### config.mk
export PLATFORM = sky130hd
export DESIGN_NAME = seq_match_reporter_flat
export DESIGN_NICKNAME = d
export VERILOG_FILES = /design/src/rtl/seq_match_reporter_pkg.sv /design/src/rtl/seq_match_reporter_if.sv /design/src/rtl/seq_match_sat_counter.sv /design/src/rtl/seq_match_reporter.sv /design/src/flat_wrapper.sv
export SDC_FILE = /design/constraint.sdc
export NUM_CORES = 1
export LEC_CHECK = 0
export ABC_AREA = 0
export BUFFER_PORTS_ARGS = -buffer_cell sky130_fd_sc_hd__buf_2
export CAP_MARGIN = 25
export CELL_PAD_IN_SITES_DETAIL_PLACEMENT = 0
export CELL_PAD_IN_SITES_GLOBAL_PLACEMENT = 2
export CORE_UTILIZATION = 34
export DETAILED_ROUTE_END_ITERATION = 10
export PLACE_DENSITY = 0.89
export SLEW_MARGIN = 25
export SYNTH_ARGS = -nofsm -noshare
export SYNTH_HDL_FRONTEND = slang
export SYNTH_SLANG_ARGS = --single-unit
### constraint.sdc
create_clock -name clk -period 3.9 [get_ports clk]
set_clock_uncertainty 0.2 [all_clocks]
set_input_delay 0.78 -clock clk [delete_from_list [all_inputs] [get_ports clk]]
set_output_delay 0.78 -clock clk [all_outputs]
set_load 0.02 [all_outputs]
### src/rtl/seq_match_reporter_pkg.sv
// Shared types and default sizing for the match reporter.
// Latency: n/a (declarations only).
// Backpressure: n/a.
package seq_det_pkg;

    typedef enum logic {
        IDLE = 1'b0,
        RUN  = 1'b1
    } rpt_state_t;

    localparam int DEF_CNT_W      = 4;
    localparam int DEF_WIN_CYCLES = 16;

endpackage

### src/rtl/seq_match_reporter_if.sv
// Control, match input and report handshake bundle for the match reporter.
// Latency: n/a (wiring only).
// Backpressure: rpt_ready from the consumer holds the report fields stable.
interface seq_match_reporter_if #(
    parameter int CNT_W = 4
);
    logic             en;
    logic             y_in;
    logic             rpt_ready;
    logic             rpt_valid;
    logic [CNT_W-1:0] rpt_count;
    logic             rpt_sat;
    logic             rpt_drop;
    logic             busy;

    // Driver side: controls the reporter and consumes reports.
    modport master (
        output en, y_in, rpt_ready,
        input  rpt_valid, rpt_count, rpt_sat, rpt_drop, busy
    );

    // Reporter side.
    modport slave (
        input  en, y_in, rpt_ready,
        output rpt_valid, rpt_count, rpt_sat, rpt_drop, busy
    );
endinterface

### src/rtl/seq_match_sat_counter.sv
// Saturating event counter with sticky overflow flag; clr wins over inc.
// Latency: cnt/sat update 1 clk after clr/inc.
// Backpressure: none.
module seq_match_sat_counter #(
    parameter int CNT_W = 4
) (
    input  logic             clk,
    input  logic             rst,
    input  logic             clr,
    input  logic             inc,
    output logic [CNT_W-1:0] cnt,
    output logic             sat
);
    localparam logic [CNT_W-1:0] CNT_MAX = '1;

    // Count up to the ceiling; an increment arriving at the ceiling sets sat.
    always_ff @(posedge clk) begin
        if (rst || clr) begin
            cnt <= '0;
            sat <= 1'b0;
        end else if (inc) begin
            if (cnt == CNT_MAX) begin
                sat <= 1'b1;
            end else begin
                cnt <= cnt + CNT_W'(1);
            end
        end
    end
endmodule

### src/rtl/seq_match_reporter.sv
// Counts rising edges of the match flag per fixed window and reports each window.
// Latency: report valid 1 clk after the window's last cycle.
// Backpressure: a window closing while a report is held unaccepted is dropped and flagged.
module seq_match_reporter
    import seq_det_pkg::*;
#(
    parameter int CNT_W      = DEF_CNT_W,
    parameter int WIN_CYCLES = DEF_WIN_CYCLES
) (
    input  logic                 clk,
    input  logic                 rst,
    seq_match_reporter_if.slave  bus
);
    localparam int               TMR_W    = $clog2(WIN_CYCLES);
    localparam logic [TMR_W-1:0] TMR_LAST = TMR_W'(WIN_CYCLES - 1);
    localparam logic [CNT_W-1:0] CNT_MAX  = '1;

    rpt_state_t       state_q, state_d;
    logic [TMR_W-1:0] timer_q;
    logic             y_q;
    logic             y_edge;
    logic             clr, inc, close, load;
    logic [CNT_W-1:0] cnt, final_cnt;
    logic             sat, final_sat;
    logic             drop_pending_q;
    logic             rpt_valid_q, rpt_sat_q, rpt_drop_q;
    logic [CNT_W-1:0] rpt_count_q;

    assign y_edge = bus.y_in & ~y_q;

    // Close-cycle result folds in an edge landing on the last window cycle.
    assign final_cnt = (y_edge && cnt != CNT_MAX) ? cnt + CNT_W'(1) : cnt;
    assign final_sat = sat | (y_edge & (cnt == CNT_MAX));

    // A report slot is free if empty or being handed off this cycle.
    assign load = close & (~rpt_valid_q | bus.rpt_ready);

    seq_match_sat_counter #(.CNT_W(CNT_W)) u_cnt (
        .clk (clk),
        .rst (rst),
        .clr (clr),
        .inc (inc),
        .cnt (cnt),
        .sat (sat)
    );

    // Delayed copy of the match flag for rising-edge detection.
    always_ff @(posedge clk) begin
        if (rst) y_q <= 1'b0;
        else     y_q <= bus.y_in;
    end

    // State register.
    always_ff @(posedge clk) begin
        if (rst) state_q <= IDLE;
        else     state_q <= state_d;
    end

    // Next state and counter control; counter is held clear outside live windows.
    always_comb begin
        state_d = state_q;
        clr     = 1'b1;
        inc     = 1'b0;
        close   = 1'b0;
        case (state_q)
            IDLE: begin
                if (bus.en) state_d = RUN;
            end
            RUN: begin
                if (!bus.en) begin
                    state_d = IDLE;
                end else if (timer_q == TMR_LAST) begin
                    close = 1'b1;
                end else begin
                    clr = 1'b0;
                    inc = y_edge;
                end
            end
            default: state_d = IDLE;
        endcase
    end

    // Window timer: tracks the RUN cycle index, restarts at close or abort.
    always_ff @(posedge clk) begin
        if (rst || state_q != RUN || !bus.en || close) timer_q <= '0;
        else                                          timer_q <= timer_q + TMR_W'(1);
    end

    // Report slot and drop bookkeeping.
    always_ff @(posedge clk) begin
        if (rst) begin
            rpt_valid_q    <= 1'b0;
            rpt_count_q    <= '0;
            rpt_sat_q      <= 1'b0;
            rpt_drop_q     <= 1'b0;
            drop_pending_q <= 1'b0;
        end else if (load) begin
            rpt_valid_q    <= 1'b1;
            rpt_count_q    <= final_cnt;
            rpt_sat_q      <= final_sat;
            rpt_drop_q     <= drop_pending_q;
            drop_pending_q <= 1'b0;
        end else begin
            if (close) drop_pending_q <= 1'b1;
            if (rpt_valid_q && bus.rpt_ready) rpt_valid_q <= 1'b0;
        end
    end

    assign bus.rpt_valid = rpt_valid_q;
    assign bus.rpt_count = rpt_count_q;
    assign bus.rpt_sat   = rpt_sat_q;
    assign bus.rpt_drop  = rpt_drop_q;
    assign bus.busy      = (state_q == RUN);
endmodule

### src/flat_wrapper.sv
// flat-port wrapper written by rule: the top's interface ports become plain ports
module seq_match_reporter_flat import seq_det_pkg::*;
#(
    parameter int CNT_W      = DEF_CNT_W,
    parameter int WIN_CYCLES = DEF_WIN_CYCLES
)
  (clk, rst, bus_en, bus_y_in, bus_rpt_ready, bus_rpt_valid, bus_rpt_count, bus_rpt_sat, bus_rpt_drop, bus_busy);
  seq_match_reporter_if #(.CNT_W(CNT_W)) bus_i ();
  input  logic clk;
  input  logic rst;
  input wire logic [$bits(bus_i.en)-1:0] bus_en;
  input wire logic [$bits(bus_i.y_in)-1:0] bus_y_in;
  input wire logic [$bits(bus_i.rpt_ready)-1:0] bus_rpt_ready;
  output wire logic [$bits(bus_i.rpt_valid)-1:0] bus_rpt_valid;
  output wire logic [$bits(bus_i.rpt_count)-1:0] bus_rpt_count;
  output wire logic [$bits(bus_i.rpt_sat)-1:0] bus_rpt_sat;
  output wire logic [$bits(bus_i.rpt_drop)-1:0] bus_rpt_drop;
  output wire logic [$bits(bus_i.busy)-1:0] bus_busy;
  assign bus_i.en = bus_en;
  assign bus_i.y_in = bus_y_in;
  assign bus_i.rpt_ready = bus_rpt_ready;
  assign bus_rpt_valid = bus_i.rpt_valid;
  assign bus_rpt_count = bus_i.rpt_count;
  assign bus_rpt_sat = bus_i.rpt_sat;
  assign bus_rpt_drop = bus_i.rpt_drop;
  assign bus_busy = bus_i.busy;
  seq_match_reporter #(.CNT_W(CNT_W), .WIN_CYCLES(WIN_CYCLES)) u_core (.clk(clk), .rst(rst), .bus(bus_i));
endmodule
Word-level counts from Yosys, hierarchy flattened
Index checks and enable logic that the tools add are counted.
{"block": "op_classes", "addsub": 2, "n_eq_ne": 3, "muxes": 12, "bitwise": 9, "reduce_logical": 11}
{"op": "$mux W1", "count": 11}
{"op": "$add A4 B1 Y4 const B", "count": 2}
{"op": "$eq A4 B4 Y1 const B", "count": 2}
{"op": "$logic_or A1 B1 Y1", "count": 4}
{"op": "$mux W4", "count": 1}
{"op": "$ne A4 B4 Y1 const B", "count": 1}
{"op": "$not A1 Y1", "count": 4}
{"op": "$reduce_and A2 Y1", "count": 2}
{"op": "$and A1 B1 Y1", "count": 3}
{"op": "$logic_and A1 B1 Y1", "count": 2}
{"op": "$or A1 B1 Y1", "count": 2}
{"op": "$reduce_bool A2 Y1", "count": 1}
{"op": "$reduce_or A2 Y1", "count": 1}
{"op": "$logic_not A1 Y1", "count": 1}
{"block": "word_totals", "regBits": 19, "output_inout_bits": 8, "word_cells": 47}

Longest topological paths before layout
Gate-level depths: netlist of run 1.
{"block": "depth", "word_depth": 6, "ltp_mapped": 5}

Modules after synthesis
Synthesis of run 1 repeated with hierarchy kept, for this count alone.
{"block": "unflattened", "cells_unflattened": 82, "hier_area_um2": 812.0}
{"mod": "seq_match_reporter", "instances": 1, "cells_per_inst": 57, "area_per_inst_um2": 589.3}
{"mod": "seq_match_sat_counter", "instances": 1, "cells_per_inst": 25, "area_per_inst_um2": 222.7}

Worst setup path before layout of run 1
No wires, ideal clock.
{"block": "synth_timing", "kind": "input-to-reg", "from": "input port bus_y_in", "to": "register u_core.rpt_count_q[3] (netlist: u_core.bus.rpt_count[3])", "arrival_time_ns": 1.516, "required_ns": 3.568, "path_slack_ns": 2.052, "stages": 4, "n_path_buf": 0, "cell_sequence": "and2b_1 > or3b_2 > nand3_1 > a21oi_1"}
{"block": "synth_via", "elab_chain_len": 3}
{"item": "from (decl)", "line": "flat_wrapper.sv:12", "text": "input wire logic [$bits(bus_i.y_in)-1:0] bus_y_in;"}
{"item": "$and A1 B1 Y1", "line": "seq_match_reporter.sv:29", "text": "assign y_edge = bus.y_in & ~y_q;"}
{"item": "$logic_and A1 B1 Y1", "line": "seq_match_reporter.sv:32", "text": "assign final_cnt = (y_edge && cnt != CNT_MAX) ? cnt + CNT_W'(1) : cnt;"}
{"item": "$mux W4", "line": "seq_match_reporter.sv:32"}
{"item": "to (signal assigned)", "line": "seq_match_reporter.sv:99", "text": "rpt_count_q <= final_cnt;"}
{"item": "to (decl)", "line": "seq_match_reporter.sv:27", "text": "logic [CNT_W-1:0] rpt_count_q;"}
No other way between the ends.
A chain may end at the register's enable or synchronous reset.

Worst setup path after layout of run 1
{"block": "layout_timing", "from": "register u_core.state_q (netlist: u_core.bus.busy)", "to": "output port bus_busy"}
{"item": "from (decl)", "line": "seq_match_reporter.sv:18", "text": "rpt_state_t state_q, state_d;"}
{"item": "from (signal assigned)", "line": "seq_match_reporter.sv:56", "text": "else state_q <= state_d;"}
{"item": "to (decl)", "line": "flat_wrapper.sv:18", "text": "output wire logic [$bits(bus_i.busy)-1:0] bus_busy;"}
No word-level cell between the ends.

==> results_dict.tcl, run 1 <==
set metrics [dict create \
    outcome "completed" \
    synth_area_leaders "sky130_fd_sc_hd__dfxtp_1 52%, sky130_fd_sc_hd__nor2_1 7.2%, sky130_fd_sc_hd__mux2i_1 4.1%" \
    synthMuxAreaShare_pct 5.64 \
    synth_ff_type "sky130_fd_sc_hd__dfxtp_1" \
    report.final.hold_viol_count 0 \
    instances_no_fill 116 \
    clk-insertion-delay-late_ns 0.29 \
    min_path_type "register to register" \
    p_clk_share_pct 31.8 \
    yosys.area_share.adder_pct 3.42 \
    placed_cells 112 \
    die_width_um 48.4 \
    cts_inserted_buffers 3 \
    cts-resized-gates 0 \
    fin_util_pct 42.4 \
    unrepaired_setup_endpoints_after_global_routing "false" \
    critical_path.slowest_cell "sky130_fd_sc_hd__dfxtp_1" \
    report.final.setup_viol 0 \
    final.setup.tns_ns 0 \
    global_route.usage.met1_pct 13.4 \
    post-route-period-util_pct 48.3 \
    critical_path.startpoint "u_core.bus.busy" \
    grt_pass1_vias 477 \
    routed-via-count 555 \
    layout-drive-gt1-share_pct 21.3 \
    grtUsageTotal_pct 12.2 \
    worstSetupStartpointType "register" \
    post_cts.repair.setup_buffers 0 \
    intPower_mw 0.240 \
    met2_usage_pct 19.7 \
    synth_cell_types 27 \
    design.core.area_um2 2000 \
    cp.buffers_inverters 1 \
    cts_root_buffer "sky130_fd_sc_hd__clkbuf_4" \
    antenna-diode-count 0 \
    worstMarginPinSlew_ns 0.449 \
    power.share.sequential_pct 64.5 \
    synth-seq-cells 19 \
    synth_top_cell_area_share_pct 52.0 \
    synth.largest_area_cell "sky130_fd_sc_hd__dfxtp_1" \
    synth_seq_area_share_pct 52.0 \
    crit_chain "buf_2" \
    syn_area_um2 732 \
    number_of_warnings_reported_in_the_yosys_synthesis_log 0 \
    ioPinCount 13 \
    met3_usage_pct 5.66 \
    synthArstFlopShare_pct 0 \
    tritoncts "yes" \
    syn_avg_cell_area_um2 9.89 \
    synth_compound_gate_area_share_pct 8.72 \
    critical_path.max_fanout 6 \
    slew_violations 0 \
    worst_setup_path_endpoint "bus_busy" \
    power_density_nw_per_um2 360 \
    arrival_ns 0.90 \
    antenna_found_initial 0 \
    detail_route.iter0.violations 10 \
    clock_sinks 19 \
    worst_path_largest_cell_delay_ns 0.42 \
    routed_wl_um 1250 \
    clk_path_buf_depth 2 \
    path_depth 1 \
    clock_edge_transition_at_the_registers_on_the_reported_setup_and_hold_paths_ns 0.10 \
    design.final.nets 97 \
    timing_worst_setup_path_type "register to output pin" \
    post_synth_xor_area_fraction_pct 3.59 \
    gp_congestion 0.776 \
    number_of_detailed_route_iterations_in_the_first_pass 3 \
    timing.critical_path.required_ns 2.92 \
    grt_first_pass_wirelength_um 2070 \
    wire_per_inst_um 10.8 \
    timing.critical_path.max_delay_family "flip-flops" \
    cts.hold.buffers_added 0 \
    mappedNetlistNets 81 \
    p_leak_nw 0.335 \
    rows 16 \
    synth_edf_count 0 \
    worst_r2r_path_depth 5 \
    grt_busiest_layer "met2" \
    timing.rr.end "u_core.bus.rpt_drop" \
    syn2layout_area_growth_pct 15.9 \
    power.ir.vdd_worst_mv 0.135 \
    viasPerCell 4.78 \
    place_hpwl_um 892 \
    globalRouteOverflowTotal 0 \
    die-height_um 48.4 \
    maxSlewHeadroom_pct 70.0 \
    p_sw_mw 0.0656 \
    htree_num_levels 1 \
    antenna_violating_nets_remaining 0 \
    start_util_pct 36.6 \
    combinational_family_with_the_most_area_after_synthesis "simple AND/OR/NAND/NOR gates" \
    syn_inst 74 \
    power.share.combinational_pct 3.7 \
    cap_violations 0 \
    largest_net_degree_at_the_start_of_global_routing 11 \
    synthSimpleGateAreaFrac_pct 25.6 \
    fmax_ghz 0.531 \
    power.switching_fraction_pct 21.5 \
    finalCriticalPeriod_ns 1.88 \
    route.detailed.drc 0 \
    die_area_um2 2340 \
    regToRegStartpoint "u_core.timer_q[0]" \
    worstSetupEndpointType "output pin" \
    buffer_ports.inserted 12 \
    reg2reg_setup_slack_ns 2.18 \
]
## power by group through the flow
stage	logic (mW)	registers [mW]	clock network [mW]
floorplan	0.00620	0.202	0
finish	0.0112	0.197	0.0971
CTS	0.0112	0.197	0.103
global placement	0.0111	0.201	0
global route	0.0123	0.197	0.112
detailed placement	0.0111	0.201	0
## sequential cells by signal (all words and copies together) (netlist names)
name,count
u_core.bus.rpt_count,4
u_core.timer_q,4
u_core.u_cnt.cnt,4
u_core.bus.busy,1
u_core.bus.rpt_drop,1
u_core.bus.rpt_sat,1
u_core.bus.rpt_valid,1
u_core.drop_pending_q,1
u_core.u_cnt.sat,1
u_core.y_q,1
## cells in the final DEF, fill, tap and decap left out, drive strengths merged, types with 2 or more instances in the layout
master	count
a211oi	3
a31oi	2
buf	12
clkbuf	4
dfxtp	19
ha	2
mux2i	3
nand2	3
nand3	6
nor2	14
nor2b	4
nor3	2
xor2	2
## per-stage QoR
| step | power [mW] | cell area [um^2] | setup WS [ns] | hold slack [ns] |
|---|---|---|---|---|
| 2_1_floorplan | 0.208 | 732 | 2.05 | 0.218 |
| 3_3_place_gp | 0.212 | 822 | 1.92 | 0.233 |
| 3_5_place_dp | 0.212 | 822 | 1.91 | 0.243 |
| 4_1_cts | 0.311 | 848 | 2.01 | 0.260 |
| 5_1_grt | 0.322 | 848 | 1.94 | 0.283 |
| 6_report | 0.305 | 848 | 2.02 | 0.258 |
## logic make-up after synthesis
family	Yosys count
and+or+nand+nor	35
DFF	19
AOI/OAI and AO/OA	9
muxes	4
xor gates and xnor gates	3
buffers and inverters	2
adders and majority gates	2
## routing by layer
layer / vias to the layer above / part of all wire [%]
met2: 9 / 45
met5: - / 0
met1: 253 / 49
met4: 0 / 1.2
met3: 2 / 4.5
li1: 291 / -
## how the worst min path moves through the flow
| stage | start | to | depth (start not counted) |
|---|---|---|---|
| 2_1_floorplan | u_core.timer_q[0] | u_core.timer_q[0] | 1 |
| 3_3_place_gp | u_core.timer_q[0] | u_core.timer_q[0] | 1 |
| 3_5_place_dp | u_core.timer_q[0] | u_core.timer_q[0] | 1 |
| 4_1_cts | u_core.timer_q[0] | u_core.timer_q[0] | 1 |
| 5_1_grt | u_core.timer_q[0] | u_core.timer_q[0] | 1 |
| 6_report | u_core.timer_q[0] | u_core.timer_q[0] | 1 |
## area by class of cell
cell class              instances  area (um^2)
inverters                       1         3.75
multi-input cells              53          344
repair buffers                 12         60.1
clock buffers                   4         26.3
fillers                       207         1150
well taps                      27         33.8
flip-flops and latches         19          380
## synth_stat cells (2+ instances only)
master                     number
sky130_fd_sc_hd__a211oi_1       3
sky130_fd_sc_hd__a31oi_1        2
sky130_fd_sc_hd__dfxtp_1       19
sky130_fd_sc_hd__ha_1           2
sky130_fd_sc_hd__mux2i_1        3
sky130_fd_sc_hd__nand2_1        3
sky130_fd_sc_hd__nand3_1        5
sky130_fd_sc_hd__nor2_1        14
sky130_fd_sc_hd__nor2b_1        4
sky130_fd_sc_hd__xor2_1         2
(Power assumes the default switching activity.)
==> inputs of run 2 (changes only) <==
--- a/config.mk
+++ b/config.mk
@@ -10,9 +10,9 @@
 export CAP_MARGIN = 25
 export CELL_PAD_IN_SITES_DETAIL_PLACEMENT = 0
 export CELL_PAD_IN_SITES_GLOBAL_PLACEMENT = 2
-export CORE_UTILIZATION = 34
+export CORE_UTILIZATION = 32
 export DETAILED_ROUTE_END_ITERATION = 10
-export PLACE_DENSITY = 0.89
+export PLACE_DENSITY = 0.85
 export SLEW_MARGIN = 25
 export SYNTH_ARGS = -nofsm -noshare
 export SYNTH_HDL_FRONTEND = slang
==> constraint.sdc (replaced) <==
create_clock -name clk -period 1.9 [get_ports clk]
set_clock_uncertainty 0.2 [all_clocks]
set_input_delay 0.38 -clock clk [delete_from_list [all_inputs] [get_ports clk]]
set_output_delay 0.38 -clock clk [all_outputs]
set_load 0.02 [all_outputs]
==> results_dict.tcl, run 2 (synthesis gave the netlist of run 1 again) <==
set metrics [dict create \
    timing.critical_path.max_delay_family "simple AND/OR/NAND/NOR gates" \
    die_width_um 49.8 \
    clk-insertion-delay-late_ns 0.29 \
    worstMarginPinSlew_ns 0.407 \
    post-route-worst-setup-slack_ns 0.201 \
    final.setup.tns_ns 0 \
    timing.critical_path.required_ns 1.89 \
    fmax_ghz 0.588 \
    power_density_nw_per_um2 742 \
    grtUsageTotal_pct 12.2 \
    cts.hold.buffers_added 0 \
    rows 16 \
    maxSlewHeadroom_pct 72.8 \
    power.ir.vdd_worst_mv 0.324 \
    dpl_worst_slack_ns 0.211 \
    cap_violations 0 \
    clk_path_buf_depth 2 \
    outcome "completed" \
    critical_path.slowest_cell "sky130_fd_sc_hd__nor3_4" \
    place_hpwl_um 937 \
    slew_violations 0 \
    die_area_um2 2480 \
    grt_pass1_vias 522 \
    post_cts.repair.setup_buffers 0 \
    cts_inserted_buffers 3 \
    number_of_detailed_route_iterations_in_the_first_pass 4 \
    cts-resized-gates 0 \
    p_leak_nw 0.335 \
    worstSetupEndpointType "register" \
    mostFrequentLayoutCell "sky130_fd_sc_hd__dfxtp_1" \
    viasPerCell 4.82 \
    buffer_ports.inserted 12 \
    report.final.hold_viol_count 0 \
    finalCriticalPeriod_ns 1.70 \
    worstSetupStartpointType "register" \
    gp_congestion 0.694 \
    critical_path.max_fanout 10 \
    timing_worst_setup_path_type "register to register" \
    worst_path_largest_cell_delay_ns 0.41 \
    grt_first_pass_wirelength_um 2240 \
    unrepaired_setup_endpoints_after_global_routing "false" \
    min_path_type "input pin to register" \
    antenna-diode-count 0 \
    intPower_mw 0.492 \
    p_clk_share_pct 32.2 \
    routed-via-count 559 \
    report.final.setup_viol 0 \
    htree_num_levels 1 \
    clock_sinks 19 \
    route.detailed.drc 0 \
    antenna_found_initial 0 \
    design.final.nets 97 \
    start_util_pct 35.5 \
    die-height_um 49.8 \
    detail_route.iter0.violations 6 \
    crit_chain "ha_1 > nand3_2 > nor3_4 > mux2i_1 > nor2_1" \
    cp.buffers_inverters 0 \
    fillers 214 \
    arrival_ns 1.69 \
    clock_edge_transition_at_the_registers_on_the_reported_setup_and_hold_paths_ns 0.10 \
    tritoncts "yes" \
    power.share.sequential_pct 64.2 \
    power.switching_fraction_pct 21.9 \
    globalRouteOverflowTotal 0 \
    syn2layout_area_growth_pct 15.9 \
    mostFrequentLayoutCells "19 x sky130_fd_sc_hd__dfxtp_1, 14 x sky130_fd_sc_hd__nor2_1, 12 x sky130_fd_sc_hd__buf_2" \
    largest_net_degree_at_the_start_of_global_routing 11 \
    routed_wl_um 1260 \
    cts_root_buffer "sky130_fd_sc_hd__clkbuf_4" \
    power.share.combinational_pct 3.6 \
    wire_per_inst_um 10.9 \
    design.core.area_um2 2060 \
    p_sw_mw 0.138 \
    ioPinCount 13 \
    layout-drive-gt1-share_pct 21.3 \
    post-route-period-util_pct 89.4 \
    antenna_violating_nets_remaining 0 \
]
-- run 2: cell counts in the layout (fill, tap and decap cells not counted) --
No cell type changed its count.
-- run 2: worst reg2reg max path, stage by stage, from the launching register on --
cell                      delay, ns
sky130_fd_sc_hd__dfxtp_1       0.37
sky130_fd_sc_hd__ha_1          0.22
sky130_fd_sc_hd__nand3_2       0.11
sky130_fd_sc_hd__nor3_4        0.41
sky130_fd_sc_hd__mux2i_1       0.24
sky130_fd_sc_hd__nor2_1        0.05
-- run 2: worst paths after layout --
| kind | start | end | slack [ns] | cells after the start |
|---|---|---|---|---|
| max | u_core.timer_q[0] | u_core.bus.rpt_drop | 0.20 | 5 |
| min | bus_y_in | u_core.y_q | 0.13 | 2 |
| max reg2reg | u_core.timer_q[0] | u_core.bus.rpt_drop | 0.20 | 5 |
| min reg2reg | u_core.timer_q[0] | u_core.timer_q[0] | 0.26 | 1 |
-- run 2: through the flow --
| stage | util, % | hold WS, ns | total power, mW | std cells | area [um^2] |
|---|---|---|---|---|---|
| finish | 41.1 | 0.127 | 0.629 | 116 | 848 |
| global route | 41.1 | 0.124 | 0.660 | 116 | 848 |
| CTS | 41.1 | 0.119 | 0.638 | 116 | 848 |
| detailed placement | 39.9 | 0.247 | 0.436 | 112 | 822 |
| global placement | 39.9 | 0.232 | 0.436 | 112 | 822 |
| floorplan | - | 0.218 | 0.427 | 74 | 732 |
-- run 2: area by class of cell --
class                           count  area, um^2  area share (%)
Tap cell                           27        33.8            3.98
Inverter                            1        3.75           0.442
Timing Repair Buffer               12        60.1            7.08
Clock buffer                        4        26.3            3.10
Sequential cell                    19         380            44.8
Multi-Input combinational cell     53         344            40.6
-- run 2: power groups by stage --
| stage | Sequential, mW | Combinational (mW) | Clock [mW] |
|---|---|---|---|
| 6_report | 0.404 | 0.0228 | 0.203 |
| 5_1_grt | 0.405 | 0.0257 | 0.229 |
| 4_1_cts | 0.404 | 0.0232 | 0.211 |
| 3_5_place_dp | 0.413 | 0.0231 | 0 |
| 3_3_place_gp | 0.413 | 0.0230 | 0 |
| 2_1_floorplan | 0.414 | 0.0127 | 0 |
-- run 2: per-layer routing --
layer	GRT usage (%)	vias to the layer above	routed length, um
met5	0	-	0
met2	17.8	11	569
met4	5.71	0	18
li1	-	287	-
met1	16.1	259	631
met3	3.70	2	43
